===== src/rtl/swan_bus_if.sv =====
// Signal bundle between the cartridge-bus cycle generator, its command source and the cartridge pins.
// master = the cycle generator, slave = the command source / cartridge side.
interface swan_bus_if #(
  parameter int ADDR_WIDTH = 20,
  parameter int DATA_WIDTH = 16
);
  logic                  cmd_valid;
  logic                  cmd_ready;
  logic [ADDR_WIDTH-1:0] cmd_addr;
  logic [DATA_WIDTH-1:0] cmd_data;
  logic                  cmd_write;
  logic                  cmd_io;
  logic                  rsp_valid;
  logic [DATA_WIDTH-1:0] rsp_data;
  logic                  busy;
  logic                  n_sel;
  logic                  n_oe;
  logic                  n_we;
  logic                  n_io;
  logic [ADDR_WIDTH-1:0] addr;
  logic [DATA_WIDTH-1:0] data_out;
  logic                  data_oe;
  logic [DATA_WIDTH-1:0] data_in;

  modport master (
    input  cmd_valid, cmd_addr, cmd_data, cmd_write, cmd_io, data_in,
    output cmd_ready, rsp_valid, rsp_data, busy,
    output n_sel, n_oe, n_we, n_io, addr, data_out, data_oe
  );

  modport slave (
    output cmd_valid, cmd_addr, cmd_data, cmd_write, cmd_io, data_in,
    input  cmd_ready, rsp_valid, rsp_data, busy,
    input  n_sel, n_oe, n_we, n_io, addr, data_out, data_oe
  );
endinterface


===== src/rtl/swan_bus_driver.sv =====
// WonderSwan cartridge-bus cycle generator: queued memory/IO read/write commands are expanded
// into SETUP/STROBE/HOLD bus cycles; read data comes back on a one-cycle response strobe.
module swan_bus_driver #(
  parameter int ADDR_WIDTH    = 20,
  parameter int DATA_WIDTH    = 16,
  parameter int SETUP_CYCLES  = 1,
  parameter int STROBE_CYCLES = 2,
  parameter int HOLD_CYCLES   = 1,
  parameter int FIFO_DEPTH    = 4
) (
  input  logic        clk,
  input  logic        rst,
  swan_bus_if.master  bus
);

  localparam int PTR_W     = $clog2(FIFO_DEPTH);
  localparam int CNT_W     = PTR_W + 1;
  localparam int ENTRY_W   = ADDR_WIDTH + DATA_WIDTH + 2;
  localparam int MAX_SS    = (SETUP_CYCLES > STROBE_CYCLES) ? SETUP_CYCLES : STROBE_CYCLES;
  localparam int MAX_PHASE = (MAX_SS > HOLD_CYCLES) ? MAX_SS : HOLD_CYCLES;
  localparam int PH_W      = (MAX_PHASE > 1) ? $clog2(MAX_PHASE) : 1;

  localparam logic [PH_W-1:0] SETUP_LOAD  = PH_W'(SETUP_CYCLES - 1);
  localparam logic [PH_W-1:0] STROBE_LOAD = PH_W'(STROBE_CYCLES - 1);
  localparam logic [PH_W-1:0] HOLD_LOAD   = PH_W'(HOLD_CYCLES - 1);

  typedef enum logic [1:0] {IDLE, SETUP, STROBE, HOLD} state_t;

  logic [ENTRY_W-1:0]    fifo_mem [FIFO_DEPTH];
  logic [PTR_W-1:0]      wr_ptr_reg, rd_ptr_reg;
  logic [CNT_W-1:0]      count_reg;
  logic                  fifo_empty, fifo_full, push, pop;

  state_t                state_reg, state_next;
  logic [PH_W-1:0]       phase_reg, phase_next;
  logic                  capture;

  logic [ADDR_WIDTH-1:0] cur_addr_reg;
  logic [DATA_WIDTH-1:0] cur_data_reg;
  logic                  cur_write_reg, cur_io_reg;
  logic                  rsp_valid_reg;
  logic [DATA_WIDTH-1:0] rsp_data_reg;

  // Ready looks only at the registered count, so a full FIFO refuses a push even on a pop edge.
  assign fifo_empty    = (count_reg == '0);
  assign fifo_full     = (count_reg == CNT_W'(FIFO_DEPTH));
  assign bus.cmd_ready = !rst && !fifo_full;
  assign push          = bus.cmd_valid && bus.cmd_ready;

  always_ff @(posedge clk) begin
    if (push) begin
      fifo_mem[wr_ptr_reg] <= {bus.cmd_io, bus.cmd_write, bus.cmd_data, bus.cmd_addr};
    end
  end

  always_ff @(posedge clk or posedge rst) begin
    if (rst) begin
      wr_ptr_reg <= '0;
      rd_ptr_reg <= '0;
      count_reg  <= '0;
    end else begin
      if (push) begin
        wr_ptr_reg <= wr_ptr_reg + PTR_W'(1);
      end
      if (pop) begin
        rd_ptr_reg <= rd_ptr_reg + PTR_W'(1);
      end
      count_reg <= count_reg + CNT_W'(push) - CNT_W'(pop);
    end
  end

  always_ff @(posedge clk or posedge rst) begin
    if (rst) begin
      state_reg <= IDLE;
      phase_reg <= '0;
    end else begin
      state_reg <= state_next;
      phase_reg <= phase_next;
    end
  end

  always_comb begin
    state_next = state_reg;
    phase_next = phase_reg;
    pop        = 1'b0;
    capture    = 1'b0;
    unique case (state_reg)
      IDLE: begin
        if (!fifo_empty) begin
          pop        = 1'b1;
          state_next = SETUP;
          phase_next = SETUP_LOAD;
        end
      end
      SETUP: begin
        if (phase_reg == '0) begin
          state_next = STROBE;
          phase_next = STROBE_LOAD;
        end else begin
          phase_next = phase_reg - PH_W'(1);
        end
      end
      STROBE: begin
        if (phase_reg == '0) begin
          state_next = HOLD;
          phase_next = HOLD_LOAD;
          capture    = 1'b1;
        end else begin
          phase_next = phase_reg - PH_W'(1);
        end
      end
      HOLD: begin
        // Chaining straight into SETUP keeps nSel low between back-to-back cycles.
        if (phase_reg == '0) begin
          if (!fifo_empty) begin
            pop        = 1'b1;
            state_next = SETUP;
            phase_next = SETUP_LOAD;
          end else begin
            state_next = IDLE;
          end
        end else begin
          phase_next = phase_reg - PH_W'(1);
        end
      end
      default: state_next = IDLE;
    endcase
  end

  always_ff @(posedge clk or posedge rst) begin
    if (rst) begin
      cur_addr_reg  <= '0;
      cur_data_reg  <= '0;
      cur_write_reg <= 1'b0;
      cur_io_reg    <= 1'b0;
      rsp_valid_reg <= 1'b0;
      rsp_data_reg  <= '0;
    end else begin
      if (pop) begin
        {cur_io_reg, cur_write_reg, cur_data_reg, cur_addr_reg} <= fifo_mem[rd_ptr_reg];
      end
      rsp_valid_reg <= capture && !cur_write_reg;
      if (capture && !cur_write_reg) begin
        rsp_data_reg <= bus.data_in;
      end
    end
  end

  // Pin outputs decode from registered state only, so reset releases strobes asynchronously.
  assign bus.n_sel     = (state_reg == IDLE);
  assign bus.n_oe      = !((state_reg == STROBE) && !cur_write_reg);
  assign bus.n_we      = !((state_reg == STROBE) && cur_write_reg);
  assign bus.n_io      = (state_reg == IDLE) || !cur_io_reg;
  assign bus.addr      = cur_addr_reg;
  assign bus.data_out  = cur_data_reg;
  assign bus.data_oe   = (state_reg != IDLE) && cur_write_reg;
  assign bus.rsp_valid = rsp_valid_reg;
  assign bus.rsp_data  = rsp_data_reg;
  assign bus.busy      = (state_reg != IDLE) || !fifo_empty;

endmodule


===== src/flat_wrapper.sv =====
// flat-port wrapper written by rule: the top's interface ports become plain ports
module swan_bus_driver_flat 
#(
  parameter int ADDR_WIDTH    = 20,
  parameter int DATA_WIDTH    = 16,
  parameter int SETUP_CYCLES  = 1,
  parameter int STROBE_CYCLES = 2,
  parameter int HOLD_CYCLES   = 1,
  parameter int FIFO_DEPTH    = 4
)
  (clk, rst, bus_cmd_valid, bus_cmd_addr, bus_cmd_data, bus_cmd_write, bus_cmd_io, bus_data_in, bus_cmd_ready, bus_rsp_valid, bus_rsp_data, bus_busy, bus_n_sel, bus_n_oe, bus_n_we, bus_n_io, bus_addr, bus_data_out, bus_data_oe);
  swan_bus_if #(.ADDR_WIDTH(ADDR_WIDTH), .DATA_WIDTH(DATA_WIDTH)) bus_i ();
  input  logic clk;
  input  logic rst;
  input wire logic [$bits(bus_i.cmd_valid)-1:0] bus_cmd_valid;
  input wire logic [$bits(bus_i.cmd_addr)-1:0] bus_cmd_addr;
  input wire logic [$bits(bus_i.cmd_data)-1:0] bus_cmd_data;
  input wire logic [$bits(bus_i.cmd_write)-1:0] bus_cmd_write;
  input wire logic [$bits(bus_i.cmd_io)-1:0] bus_cmd_io;
  input wire logic [$bits(bus_i.data_in)-1:0] bus_data_in;
  output wire logic [$bits(bus_i.cmd_ready)-1:0] bus_cmd_ready;
  output wire logic [$bits(bus_i.rsp_valid)-1:0] bus_rsp_valid;
  output wire logic [$bits(bus_i.rsp_data)-1:0] bus_rsp_data;
  output wire logic [$bits(bus_i.busy)-1:0] bus_busy;
  output wire logic [$bits(bus_i.n_sel)-1:0] bus_n_sel;
  output wire logic [$bits(bus_i.n_oe)-1:0] bus_n_oe;
  output wire logic [$bits(bus_i.n_we)-1:0] bus_n_we;
  output wire logic [$bits(bus_i.n_io)-1:0] bus_n_io;
  output wire logic [$bits(bus_i.addr)-1:0] bus_addr;
  output wire logic [$bits(bus_i.data_out)-1:0] bus_data_out;
  output wire logic [$bits(bus_i.data_oe)-1:0] bus_data_oe;
  assign bus_i.cmd_valid = bus_cmd_valid;
  assign bus_i.cmd_addr = bus_cmd_addr;
  assign bus_i.cmd_data = bus_cmd_data;
  assign bus_i.cmd_write = bus_cmd_write;
  assign bus_i.cmd_io = bus_cmd_io;
  assign bus_i.data_in = bus_data_in;
  assign bus_cmd_ready = bus_i.cmd_ready;
  assign bus_rsp_valid = bus_i.rsp_valid;
  assign bus_rsp_data = bus_i.rsp_data;
  assign bus_busy = bus_i.busy;
  assign bus_n_sel = bus_i.n_sel;
  assign bus_n_oe = bus_i.n_oe;
  assign bus_n_we = bus_i.n_we;
  assign bus_n_io = bus_i.n_io;
  assign bus_addr = bus_i.addr;
  assign bus_data_out = bus_i.data_out;
  assign bus_data_oe = bus_i.data_oe;
  swan_bus_driver #(.ADDR_WIDTH(ADDR_WIDTH), .DATA_WIDTH(DATA_WIDTH), .SETUP_CYCLES(SETUP_CYCLES), .STROBE_CYCLES(STROBE_CYCLES), .HOLD_CYCLES(HOLD_CYCLES), .FIFO_DEPTH(FIFO_DEPTH)) u_core (.clk(clk), .rst(rst), .bus(bus_i));
endmodule

===== config.mk =====
export PLATFORM = sky130hd
export DESIGN_NAME = swan_bus_driver_flat
export DESIGN_NICKNAME = d
export VERILOG_FILES = /design/src/rtl/swan_bus_if.sv /design/src/rtl/swan_bus_driver.sv /design/src/flat_wrapper.sv
export SDC_FILE = /design/constraint.sdc
export NUM_CORES = 1
export LEC_CHECK = 0
export ABC_AREA = 1
export CAP_MARGIN = 30
export CORE_MARGIN = 1.5
export CORE_UTILIZATION = 40
export CTS_BUF_LIST = sky130_fd_sc_hd__clkbuf_4 sky130_fd_sc_hd__clkbuf_8
export DETAILED_ROUTE_END_ITERATION = 8
export PLACE_DENSITY = 0.6
export SLEW_MARGIN = 10
export SYNTH_ARGS = -nofsm -noshare
export SYNTH_HDL_FRONTEND = slang
export SYNTH_SLANG_ARGS = --single-unit

===== constraint.sdc =====
create_clock -name clk -period 2.7 [get_ports clk]
set_clock_uncertainty 0.05 [all_clocks]
set_input_delay 0.81 -clock clk [delete_from_list [all_inputs] [get_ports clk]]
set_output_delay 0.81 -clock clk [all_outputs]
set_load 0.01 [all_outputs]

==> out/qor.txt <==
Setup TNS: 0 ps
Placed cell count: 1294
Detail Route Antenna Nets: 0
Post-Synth Simple-Gate Area: 0.208
Fin. Hold Viols: 0
Initial antenna violation count: 0
Compound-cell area share of the yosys netlist: 0.0258
Static leakage: 5.01 nW
Worst-Skew Late Latency: 520 ps
CP Capture Type: output port
Drt drc: 0
Vias per cell: 4.52
DRT iter0 DRCs: 405
CTS max path bufs: 3
I/O Pins: 117
H-tree levels: 2
Critical path's largest stage delay: 410 ps
Reg2Reg Setup Slack: 290 ps
Worst path required time: 1840 ps
Top achievable clock speed: 391 MHz
CTS clock-pin slew for the worst setup and hold paths: 60 ps
Final setup fails: 0
Rows: 55
Synth Cell Area: 9160 um^2
Register area share after synthesis: 0.676
CTS Root Buffer Type: clkbuf_8
Sink Count: 217
Slew Viols, Final: 0
WP data arrival: 1700 ps
Synth cell types: 25
Global-route wire length before repair: 30700 um
Hold WS: 428 ps
Syn_nets: 982
Post-Layout Cell Count: 1365
CP max stage cell: dfrtp_1
RSZ-0062 raised after global routing: no
Max reg flops: 152
Area of the core: 22600 um^2
Drt first pass iters: 4
Slew Limit Headroom: 0.458
Post-synthesis mux area share: 0
Die H: 154 um
TritonCTS Buffers: 37
Final HPWL from detailed placement: 11600 um
GP Congestion: 0.724
Setup Crit Path Kind: reg -> out
Crit path time final: 2560 ps
Die X: 154 um
Avg Cell Area, Syn: 10.0 um^2
GRT Total Usage: 0.164
Post-synthesis xor/xnor area fraction: 0.00382
Worst setup SP type: flip-flop
Largest family of logic cells by synthesized area: simple AND/OR/NAND/NOR gates
Worst Max-Slew Pin Slew: 812 ps
Top reg by flops: u_core.fifo_mem
Hold Path Class: reg -> reg
GR Overflow Total: 0
Synth Instances: 913
Outcome: finished clean
Design Power: 12.4 mW
Yosys warns: 0
Die Area: 23800 um^2
CTS tree: yes
Routed wire length: 19100 um
Initial Util: 0.406
PwrDens: 1080 nW/um^2
I/O Buffers: 116
Maximum vdd drop: 0.592 mV
Vias in the first global route: 6068
Max-Cap Viols: 0
Fillers: 2076
Share of cells above drive strength 1: 0.0972
Pin count of the biggest net entering global routing: 66
Flops & latches, synth: 217
Post-Synth Adder-Cell Area: 0.0172
Synth-to-layout area growth: 25.1%
Net count, final: 1121
Diodes inserted: 0
DR WL/cell: 14.0 um
Critical-path cell list: inv_2, ha_4, nand3_2, dlygate4sd2_1
Via count: 6168
Worst-path fanout max: 6
Final period util: 0.948
-- Yosys cell counts, drive strengths merged --
cell type	count	area, um^2
o211ai	1	7.51
ha	11	138
nand3	7	40.0
a21oi	2	13.8
nor2	157	613
fa	1	20.0
inv	100	375
clkbuf	5	18.8
nand2	330	1250
clkinv	1	3.75
xnor2	1	8.76
xor2	3	26.3
dfrtp	65	1630
edfxtp	152	4560
o21ai	43	215
buf	34	239
-- logic make-up after synthesis --
| group | count (synthesis) |
|---|---|
| adder cells (fa/ha/maj) | 12 |
| flip-flops | 217 |
| AND/OR/NAND/NOR | 494 |
| XOR/XNOR | 4 |
| buffers and inverters | 140 |
| AO/OA/AOI/OAI | 46 |
-- report_power, final --
group	leakage (nW)	total (mW)	switching [mW]	internal, mW
registers	2.18	4.76	0.419	4.34
logic	2.47	4.89	2.93	1.97
clock network	0.366	2.76	1.29	1.47
-- routing by layer --
metal	share of wire	global-route usage	vias up
met5	0	0	-
met4	0.018	0.0549	0
met3	0.051	0.0342	34
met2	0.48	0.284	151
met1	0.45	0.205	2860
li1	-	-	3123
-- final timing paths --
check                      cells after the start                    from                endpoint
setup / recovery                               4     u_core.state_reg[1]                bus_busy
hold / removal                                 2  u_core.bus.data_out[9]  u_core.bus.data_out[9]
setup reg to reg                              11     u_core.state_reg[1]     u_core.count_reg[2]
hold reg to reg                                2  u_core.bus.data_out[9]  u_core.bus.data_out[9]
max in group asynchronous                      5                     rst    u_core.rd_ptr_reg[1]
min in group asynchronous                      4                     rst  u_core.bus.data_out[9]
-- worst max-delay path: cells and delay by family (launching register included) --
family	cells	cell delay, ps
buffers and inverters	2	460
and+or+nand+nor	1	130
adders and majority gates	1	180
DFF	1	410
-- area by class of cell --
cell class	instances	area, um^2	area share
inverter	101	383	0.0334
timing repair buffer	139	1420	0.124
tap	285	357	0.0311
clock inverter	18	87.6	0.00764
sequential	217	6200	0.541
clock buffer	49	606	0.0528
multi-input combinational	556	2410	0.210
-- stage by stage --
step	area (um^2)	utilization	setup WS [ps]
global placement	10700	0.474	-53.5
finish	11500	0.508	142
global route	11500	0.508	56.3
CTS	11400	0.506	56.8
floorplan	9220	-	-378
detailed placement	10700	0.474	-49.2
-- what timing repair did --
action / CTS / global route
hold endpoints to repair: 0 / 0
pin swaps: 1 / 0
setup buffers: 3 / 0
hold buffers: 0 / 0
gates resized for setup: 10 / 2
endpoints found under the setup margin: 7 / 1
-- layout by cell type, fill, tap and decap left out, types with 5 or more instances in the layout --
| cell type | count |
|---|---|
| inv_1 | 93 |
| buf_12 | 6 |
| clkbuf_8 | 38 |
| dlygate4sd2_1 | 6 |
| nor2_4 | 5 |
| clkbuf_4 | 11 |
| clkdlybuf4s50_1 | 109 |
| nand2_1 | 328 |
| dfrtp_1 | 63 |
| o21ai_1 | 9 |
| inv_2 | 6 |
| ha_1 | 9 |
| buf_4 | 16 |
| o21ai_0 | 34 |
| clkinv_2 | 6 |
| nor2_1 | 151 |
| edfxtp_1 | 152 |
| clkinv_1 | 10 |
Note: power is estimated with default switching activity, not from simulation.
